### src/rtl/key_search_sequencer_if.sv
// key_search_sequencer_if: control, key-range, compare-engine and result signals of the key search sequencer
// slave  : sequencer side (start/abort/key_lo/key_hi/eng_match in; eng_*/busy/done/found/exhausted/found_key/keys_tried/cycles_run out)
// master : controller/engine side, directions mirrored
interface key_search_sequencer_if #(parameter int KEY_W = 24);
  logic start, abort, eng_valid, eng_match, busy, done, found, exhausted;
  logic [KEY_W-1:0] key_lo, key_hi, eng_key, found_key;
  logic [KEY_W:0] keys_tried;
  logic [31:0] cycles_run;
  modport slave(
    input start, abort, key_lo, key_hi, eng_match,
    output eng_valid, eng_key, busy, done, found, exhausted, found_key, keys_tried, cycles_run
  );
  modport master(
    output start, abort, key_lo, key_hi, eng_match,
    input eng_valid, eng_key, busy, done, found, exhausted, found_key, keys_tried, cycles_run
  );
endinterface

### src/rtl/key_search_sequencer.sv
// key_search_sequencer: issues keys key_lo..key_hi to a fixed-latency compare engine, stops on first match or range end
// Ports: clk, reset (async, active-high), bus (key_search_sequencer_if.slave: start/abort/range in,
//   eng_valid/eng_key out, eng_match in, busy/done/found/exhausted/found_key/keys_tried/cycles_run out)
// Optional: define KSEQ_PERF_EN for a saturating RUN+DRAIN cycle counter on cycles_run (tied to 0 otherwise)
module key_search_sequencer #(
  parameter int KEY_W = 24,
  parameter int ENG_LAT = 3
) (
  input logic clk,
  input logic reset,
  key_search_sequencer_if.slave bus
);
  typedef enum logic [1:0] {IDLE, RUN, DRAIN, DONE} state_t;
  localparam logic [KEY_W-1:0] ONE_K = 1;
  localparam logic [KEY_W:0] ONE_T = 1;
  state_t state, nxt;
  logic [KEY_W-1:0] cur, hi, fkey;
  logic [KEY_W-1:0] pk [ENG_LAT];
  logic [ENG_LAT-1:0] pv;
  logic [KEY_W:0] tried;
  logic fnd, exh, done_q, active, launch, hit, flush;
  logic [31:0] cyc;
  always_comb begin
    active = state == RUN || state == DRAIN;
    launch = state == IDLE && bus.start;
    hit = active && pv[ENG_LAT-1] && bus.eng_match;
  end
  // abort outranks a match, a match outranks the move to DRAIN
  always_comb begin
    nxt = state;
    case (state)
      IDLE: nxt = !bus.start ? IDLE : (bus.key_lo <= bus.key_hi) ? RUN : DONE;
      RUN: nxt = bus.abort ? IDLE : hit ? DONE : (cur == hi) ? DRAIN : RUN;
      DRAIN: nxt = bus.abort ? IDLE : (hit || pv == '0) ? DONE : DRAIN;
      DONE: nxt = bus.start ? DONE : IDLE;
      default: nxt = IDLE;
    endcase
  end
  // leaving the search discards every in-flight key
  assign flush = nxt == IDLE || nxt == DONE;
  always_ff @(posedge clk or posedge reset)
    if (reset) state <= IDLE;
    else state <= nxt;
  always_ff @(posedge clk or posedge reset) begin
    if (reset) begin
      cur <= '0;
      hi <= '0;
      fkey <= '0;
      tried <= '0;
      fnd <= 1'b0;
      exh <= 1'b0;
      done_q <= 1'b0;
      pv <= '0;
      for (int i = 0; i < ENG_LAT; i++) pk[i] <= '0;
    end else begin
      done_q <= nxt == DONE && state != DONE;
      pv <= flush ? '0 : (pv << 1) | ENG_LAT'(state == RUN);
      pk[0] <= cur;
      for (int i = 1; i < ENG_LAT; i++) pk[i] <= pk[i-1];
      if (launch) begin
        cur <= bus.key_lo;
        hi <= bus.key_hi;
        tried <= '0;
        fnd <= 1'b0;
        fkey <= '0;
        exh <= bus.key_lo > bus.key_hi;
      end else begin
        if (state == RUN) begin
          tried <= tried + ONE_T;
          if (cur != hi) cur <= cur + ONE_K;
        end
        if (hit && !bus.abort) begin
          fnd <= 1'b1;
          fkey <= pk[ENG_LAT-1];
        end
        if (state == DRAIN && nxt == DONE && !hit) exh <= 1'b1;
      end
    end
  end
`ifdef KSEQ_PERF_EN
  always_ff @(posedge clk or posedge reset)
    if (reset) cyc <= '0;
    else if (launch) cyc <= '0;
    else if (active && cyc != '1) cyc <= cyc + 32'd1;
`else
  assign cyc = '0;
`endif
  always_comb begin
    bus.eng_valid = state == RUN;
    bus.eng_key = state == RUN ? cur : '0;
    bus.busy = active;
    bus.done = done_q;
    bus.found = fnd;
    bus.exhausted = exh;
    bus.found_key = fkey;
    bus.keys_tried = tried;
    bus.cycles_run = cyc;
  end
endmodule
### src/flat_wrapper.sv
// flat-port wrapper written by rule: the top's interface ports become plain ports
module key_search_sequencer_flat 
#(
  parameter int KEY_W = 24,
  parameter int ENG_LAT = 3
)
  (clk, reset, bus_start, bus_abort, bus_key_lo, bus_key_hi, bus_eng_match, bus_eng_valid, bus_eng_key, bus_busy, bus_done, bus_found, bus_exhausted, bus_found_key, bus_keys_tried, bus_cycles_run);
  key_search_sequencer_if #(.KEY_W(KEY_W)) bus_i ();
  input logic clk;
  input logic reset;
  input wire logic [$bits(bus_i.start)-1:0] bus_start;
  input wire logic [$bits(bus_i.abort)-1:0] bus_abort;
  input wire logic [$bits(bus_i.key_lo)-1:0] bus_key_lo;
  input wire logic [$bits(bus_i.key_hi)-1:0] bus_key_hi;
  input wire logic [$bits(bus_i.eng_match)-1:0] bus_eng_match;
  output wire logic [$bits(bus_i.eng_valid)-1:0] bus_eng_valid;
  output wire logic [$bits(bus_i.eng_key)-1:0] bus_eng_key;
  output wire logic [$bits(bus_i.busy)-1:0] bus_busy;
  output wire logic [$bits(bus_i.done)-1:0] bus_done;
  output wire logic [$bits(bus_i.found)-1:0] bus_found;
  output wire logic [$bits(bus_i.exhausted)-1:0] bus_exhausted;
  output wire logic [$bits(bus_i.found_key)-1:0] bus_found_key;
  output wire logic [$bits(bus_i.keys_tried)-1:0] bus_keys_tried;
  output wire logic [$bits(bus_i.cycles_run)-1:0] bus_cycles_run;
  assign bus_i.start = bus_start;
  assign bus_i.abort = bus_abort;
  assign bus_i.key_lo = bus_key_lo;
  assign bus_i.key_hi = bus_key_hi;
  assign bus_i.eng_match = bus_eng_match;
  assign bus_eng_valid = bus_i.eng_valid;
  assign bus_eng_key = bus_i.eng_key;
  assign bus_busy = bus_i.busy;
  assign bus_done = bus_i.done;
  assign bus_found = bus_i.found;
  assign bus_exhausted = bus_i.exhausted;
  assign bus_found_key = bus_i.found_key;
  assign bus_keys_tried = bus_i.keys_tried;
  assign bus_cycles_run = bus_i.cycles_run;
  key_search_sequencer #(.KEY_W(KEY_W), .ENG_LAT(ENG_LAT)) u_core (.clk(clk), .reset(reset), .bus(bus_i));
endmodule
### config.mk
export PLATFORM = sky130hd
export DESIGN_NAME = key_search_sequencer_flat
export DESIGN_NICKNAME = d
export VERILOG_FILES = /design/src/rtl/key_search_sequencer_if.sv /design/src/rtl/key_search_sequencer.sv /design/src/flat_wrapper.sv
export SDC_FILE = /design/constraint.sdc
export NUM_CORES = 1
export LEC_CHECK = 0
export ABC_CLOCK_PERIOD_IN_PS = 5150
export BUFFER_PORTS_ARGS = -buffer_cell sky130_fd_sc_hd__clkbuf_2
export CAP_MARGIN = 20
export CORE_MARGIN = 3
export CORE_UTILIZATION = 50
export CTS_CLUSTER_SIZE = 40
export DETAILED_ROUTE_END_ITERATION = 12
export HOLD_SLACK_MARGIN = 0.06
export MAX_ROUTING_LAYER = met4
export PLACE_DENSITY = 0.83
export SYNTH_ARGS = -nofsm -noshare
export SYNTH_HDL_FRONTEND = slang
export SYNTH_SLANG_ARGS = --single-unit
### constraint.sdc
create_clock -name clk -period 5.15 [get_ports clk]
set_input_delay 0.7725 -clock clk [delete_from_list [all_inputs] [get_ports clk]]
set_output_delay 0.7725 -clock clk [all_outputs]
set_load 0.01 [all_outputs]
; ---- Word level (Yosys, flattened, before mapping)
; Index checks and enable logic that the tools add are counted.
[op_classes]
addsub = 2
magnitude_cmp = 2
eq_ne = 7
muxes = 22
n_bitwise = 1
reduce_logical = 20
[op_table]
columns = operator, count
row1 = $mux W24, 6
row2 = $mux W25, 2
row3 = $add A25 B1 Y25 const B, 1
row4 = $add A24 B1 Y24 const B, 1
row5 = $eq A24 B24 Y1, 1
row6 = $gt A24 B24 Y1, 1
row7 = $le A24 B24 Y1, 1
row8 = $ne A24 B24 Y1, 1
row9 = $mux W2, 7
row10 = $pmux W2 S4, 1
row11 = $reduce_bool A2 Y1, 4
row12 = $logic_and A1 B1 Y1, 7
row13 = $eq A2 B2 Y1 const B, 3
row14 = $mux W1, 5
row15 = $logic_not A2 Y1, 2
row16 = $logic_not A3 Y1, 1
row17 = $logic_or A1 B1 Y1, 3
row18 = $mux W3, 1
row19 = $or A3 B1 Y3, 1
row20 = $eq A2 B1 Y1 const B, 1
row21 = $logic_not A1 Y1, 2
row22 = $ne A2 B2 Y1 const B, 1
row23 = $reduce_and A2 Y1, 1
[totals]
reg_bits = 177
input_bits = 53
out_inout_bits = 110
word_cells = 66

; ---- Depth between registers and ports, before layout
[logic_depth]
ltp_word = 13
depth_mapped = 11
depth_no_buf = 11

; ---- Least setup slack after synthesis
; Ideal clock, no wire load.
[synth_path]
kind = input to register
start = input port bus_key_hi[10]
end = register u_core.exh (netlist: u_core.bus.exhausted)
setup_time_ps = 137
arrival_ps = 2777
required_time_ps = 5013
setup_slack_ps = 2236
stages = 11
path_buffers = 0
path_cell_list = inv_1 -> ha_1 -> a21o_1 -> a221o_1 -> a221oi_1 -> o21ai_0 -> o22ai_1 -> o221ai_1 -> ha_1 -> a311oi_1 -> a21oi_1
[synth_via]
elab_chain_cells = 8
elab_cells_between_ends = 10
cone_classes = order compare: 2 / eq/ne: 1 / mux: 4 / reduce/logical: 3
[synth_rtl]
columns = item, line_no
row1 = from (decl), flat_wrapper.sv:14  ; input wire logic [$bits(bus_i.key_hi)-1:0] bus_key_hi;
row2 = $le A24 B24 Y1, key_search_sequencer.sv:32  ; IDLE: nxt = !bus.start ? IDLE : (bus.key_lo <= bus.key_hi) ? RUN : DONE;
row3 = $mux W2 (2 in a row), key_search_sequencer.sv:32
row4 = $pmux W2 S4, key_search_sequencer.sv:31  ; case (state)
row5 = net u_core.nxt[1], key_search_sequencer.sv:16  ; state_t state, nxt;
row6 = $eq A2 B2 Y1, key_search_sequencer.sv:76  ; if (state == DRAIN && nxt == DONE && !hit) exh <= 1'b1;
row7 = $logic_and A1 B1 Y1 (2 in a row), key_search_sequencer.sv:76
row8 = $reduce_bool A2 Y1 (no line), n/a
row9 = to (signal assigned), key_search_sequencer.sv:66  ; exh <= bus.key_lo > bus.key_hi;
row10 = to (decl), key_search_sequencer.sv:21  ; logic fnd, exh, done_q, active, launch, hit, flush;
; The timed path passes the listed nets, and every way through them passes these cells.
; A chain may end at the register's enable or synchronous reset.

; ---- Worst setup path in the final report
; Same ends and word-level chain as after synthesis.

==> flow_summary.json <==
{
  "status": "finished clean",
  "crit_arrival_ns": 3.32,
  "cpPeakStageDelay_ns": 0.34,
  "gp_congestion": 0.940,
  "cp.required_ns": 5.44,
  "netlist_area_mm2": 0.00801,
  "hpwl_um": 12200,
  "dpl_cell_area_mm2": 0.00874,
  "path_class": "in2reg",
  "core_area_mm2": 0.0154,
  "clock_latency_ns": 0.43,
  "antenna_found_initial": 0,
  "grt_pass1_vias": 5484,
  "final_area_mm2": 0.00941,
  "rsz0062_at_grt": "no",
  "path_cells": "clkbuf_2 -> inv_1 -> ha_1 -> a21o_1 -> a221o_1 -> a221oi_1 -> o21ai_0 -> o22ai_1 -> o221ai_1 -> ha_1 -> a311oi_1 -> a21oi_1",
  "slew_viol_final": 0,
  "whs_ns": 0.345,
  "fin_skew_ns": 0.00916,
  "crit_top_cell": "ha_1",
  "dr.pass1.iters": 5,
  "synth-edff-count": 0,
  "antenna_left": 0,
  "nets": 975,
  "ys.flop_type": "dfrtp_1",
  "grt_usage": 0.206,
  "synth-seq-cells": 177,
  "n_antenna_cell": 0,
  "ios": 163,
  "worst_pin_slew_ns": 0.941,
  "fmax_ghz": 0.330,
  "drv_cap": 0,
  "seqCellArea_mm2": 0.00443,
  "finalHoldViolCount": 0,
  "relSlewSlack": 0.373,
  "path_buf_inv": 2,
  "grt_overflow_total": 0,
  "cpLargestDelayFamily": "compound AO/OA/AOI/OAI gates",
  "ys_warn_count": 0,
  "synth-async-reset-ratio": 1.00,
  "power.leakage_uw": 0.00455,
  "cts_resized": 0,
  "syn_to_final_growth_pct": 17.4,
  "cts_setup_buffers": 0,
  "wl_per_cell_um": 15.5,
  "period_needed_ns": 3.03,
  "crit_path_start_kind": "input pin",
  "io_buffer_count": 130,
  "cts.path.max_buffers": 2,
  "final_core_util": 0.610,
  "ys_seq_area_frac": 0.553,
  "drtIter0Drc": 447,
  "synthCells": 765,
  "drc_errors": 0,
  "htreeDepth": 4,
  "fin_crit_sh": 0.589,
  "min_path_type": "reg2reg",
  "cts_tree": "yes",
  "routed_wl_um": 17200,
  "die_w_um": 133,
  "fin_total_pwr_uw": 4870,
  "grt_pass1_wl_um": 28200,
  "cts_root_buf": "clkbuf_16",
  "cts_buffers": 17,
  "fp.dieH_um": 133,
  "die-area_mm2": 0.0176,
  "hold_buffers": 0,
  "avgSynthCellArea_um2": 10.5,
  "num_rows": 45,
  "clock-sinks": 177,
  "finalSetupViolations": 0,
  "drive_above_1_share": 0.207,
  "initial_core_util": 0.519,
  "fill_cells": 1273,
  "clkTransAtPathRegs_ns": 0.06,
  "ir_drop_mv": 0.287,
  "grt_max_degree": 178,
  "p_per_area_mw_per_mm2": 518,
  "crit_fanout": 2,
  "via_per_inst": 5.18,
  "multi_input_area_mm2": 0.00320,
  "cp-end-kind": "flip-flop",
  "cp_slowest_cell": "a221o_1",
  "ys_types": 55,
  "num_vias": 5774,
  "final.setup.tns_ns": 0
}
[synth_stat cells, types with 6 or more instances]
cell      count  area share
or4_1         6      0.0056
nand3_1      24       0.015
dfrtp_1     177        0.55
nand4_1      13       0.010
inv_1        37       0.017
xnor2_1      23       0.025
nor2_1       45       0.021
a31oi_1       6      0.0047
and3_1       13       0.010
nand2_1     111       0.052
o211ai_1      8      0.0075
and2_1       26       0.020
o21ai_0      42       0.026
buf_4        32       0.030
xor2_1       37       0.040
ha_1         32       0.050
a21oi_1      37       0.023
clkbuf_1     17      0.0080
buf_1         8      0.0037
[through the flow]
stage	std cells	setup slack, ns
floorplan	796	2.11
global placement	1082	1.83
detailed placement	1082	1.73
CTS	1114	2.12
global route	1114	2.01
finish	1114	2.12
[placed cells by master, fill, tap and decap left out, types with 32 or more instances in the layout]
cell / synthesis / final
dfrtp_1: 177 / 177
clkbuf_2: 1 / 130
nand2_1: 111 / 111
nor2_1: 45 / 45
o21ai_0: 42 / 42
a21oi_1: 37 / 37
xor2_1: 37 / 37
inv_1: 37 / 36
ha_1: 32 / 32
conb_1: 1 / 32
[cells by family (layout without fill, tap and decap cells)]
| logic type | count (synthesis) | in the layout | synth area share |
|---|---|---|---|
| AND/OR/NAND/NOR | 271 | 271 | 0.169 |
| flip-flops | 177 | 177 | 0.553 |
| AO/OA/AOI/OAI | 125 | 125 | 0.0962 |
| buffers and inverters | 97 | 204 | 0.0625 |
| XOR/XNOR | 61 | 61 | 0.0676 |
| adder cells (fa/ha/maj) | 32 | 32 | 0.0500 |
| other | 1 | 32 | 0.000468 |
| multiplexers | 1 | 1 | 0.00125 |
[cell type report]
cell class | instances | area share
sequential | 177 | 0.471
multi-input combinational | 522 | 0.340
timing repair buffer | 135 | 0.0745
clock buffer | 19 | 0.0481
tap | 211 | 0.0281
clock inverter | 13 | 0.0233
inverter | 37 | 0.0152
[final timing paths]
kind / cells after the start / end / slack, ns / start
hold reg to reg: 0 / u_core.pk[35]$_DFF_PP0_ / 0.35 / u_core.pk[59]$_DFF_PP0_
max in group asynchronous: 3 / u_core.cur[1]$_DFFE_PP0P_ / 3.86 / reset
min in group asynchronous: 3 / u_core.bus.found_key[17]$_DFFE_PP0P_ / 0.58 / reset
setup / recovery: 12 / u_core.bus.exhausted$_DFFE_PP0P_ / 2.12 / bus_key_hi[10]
setup reg to reg: 8 / u_core.pv[0]$_DFF_PP0_ / 2.25 / u_core.cur[2]$_DFFE_PP0P_
hold / removal: 0 / u_core.pk[35]$_DFF_PP0_ / 0.35 / u_core.pk[59]$_DFF_PP0_
[state kept, by name (all words and copies together) (netlist names)]
signal	count
u_core.state	2
u_core.bus.found_key	24
u_core.bus.keys_tried	25
u_core.cur	24
u_core.hi	24
u_core.bus.exhausted	1
u_core.bus.done	1
u_core.pv	3
u_core.bus.found	1
u_core.pk	72
[metal layers]
metal	vias to the layer above	wire, µm	GRT usage
li1	2788	-	-
met1	2685	7480	0.281
met2	256	7980	0.301
met3	45	1210	0.0502
met4	0	537	0.0779
met5	-	0	-
[where the power goes]
| part | internal, µW | total [µW] | switching [µW] |
|---|---|---|---|
| Sequential | 1860 | 2220 | 358 |
| Combinational | 450 | 1200 | 751 |
| Clock | 900 | 1450 | 550 |
| Total | 3210 | 4870 | 1660 |
Note: power is estimated with default switching activity, not from simulation.
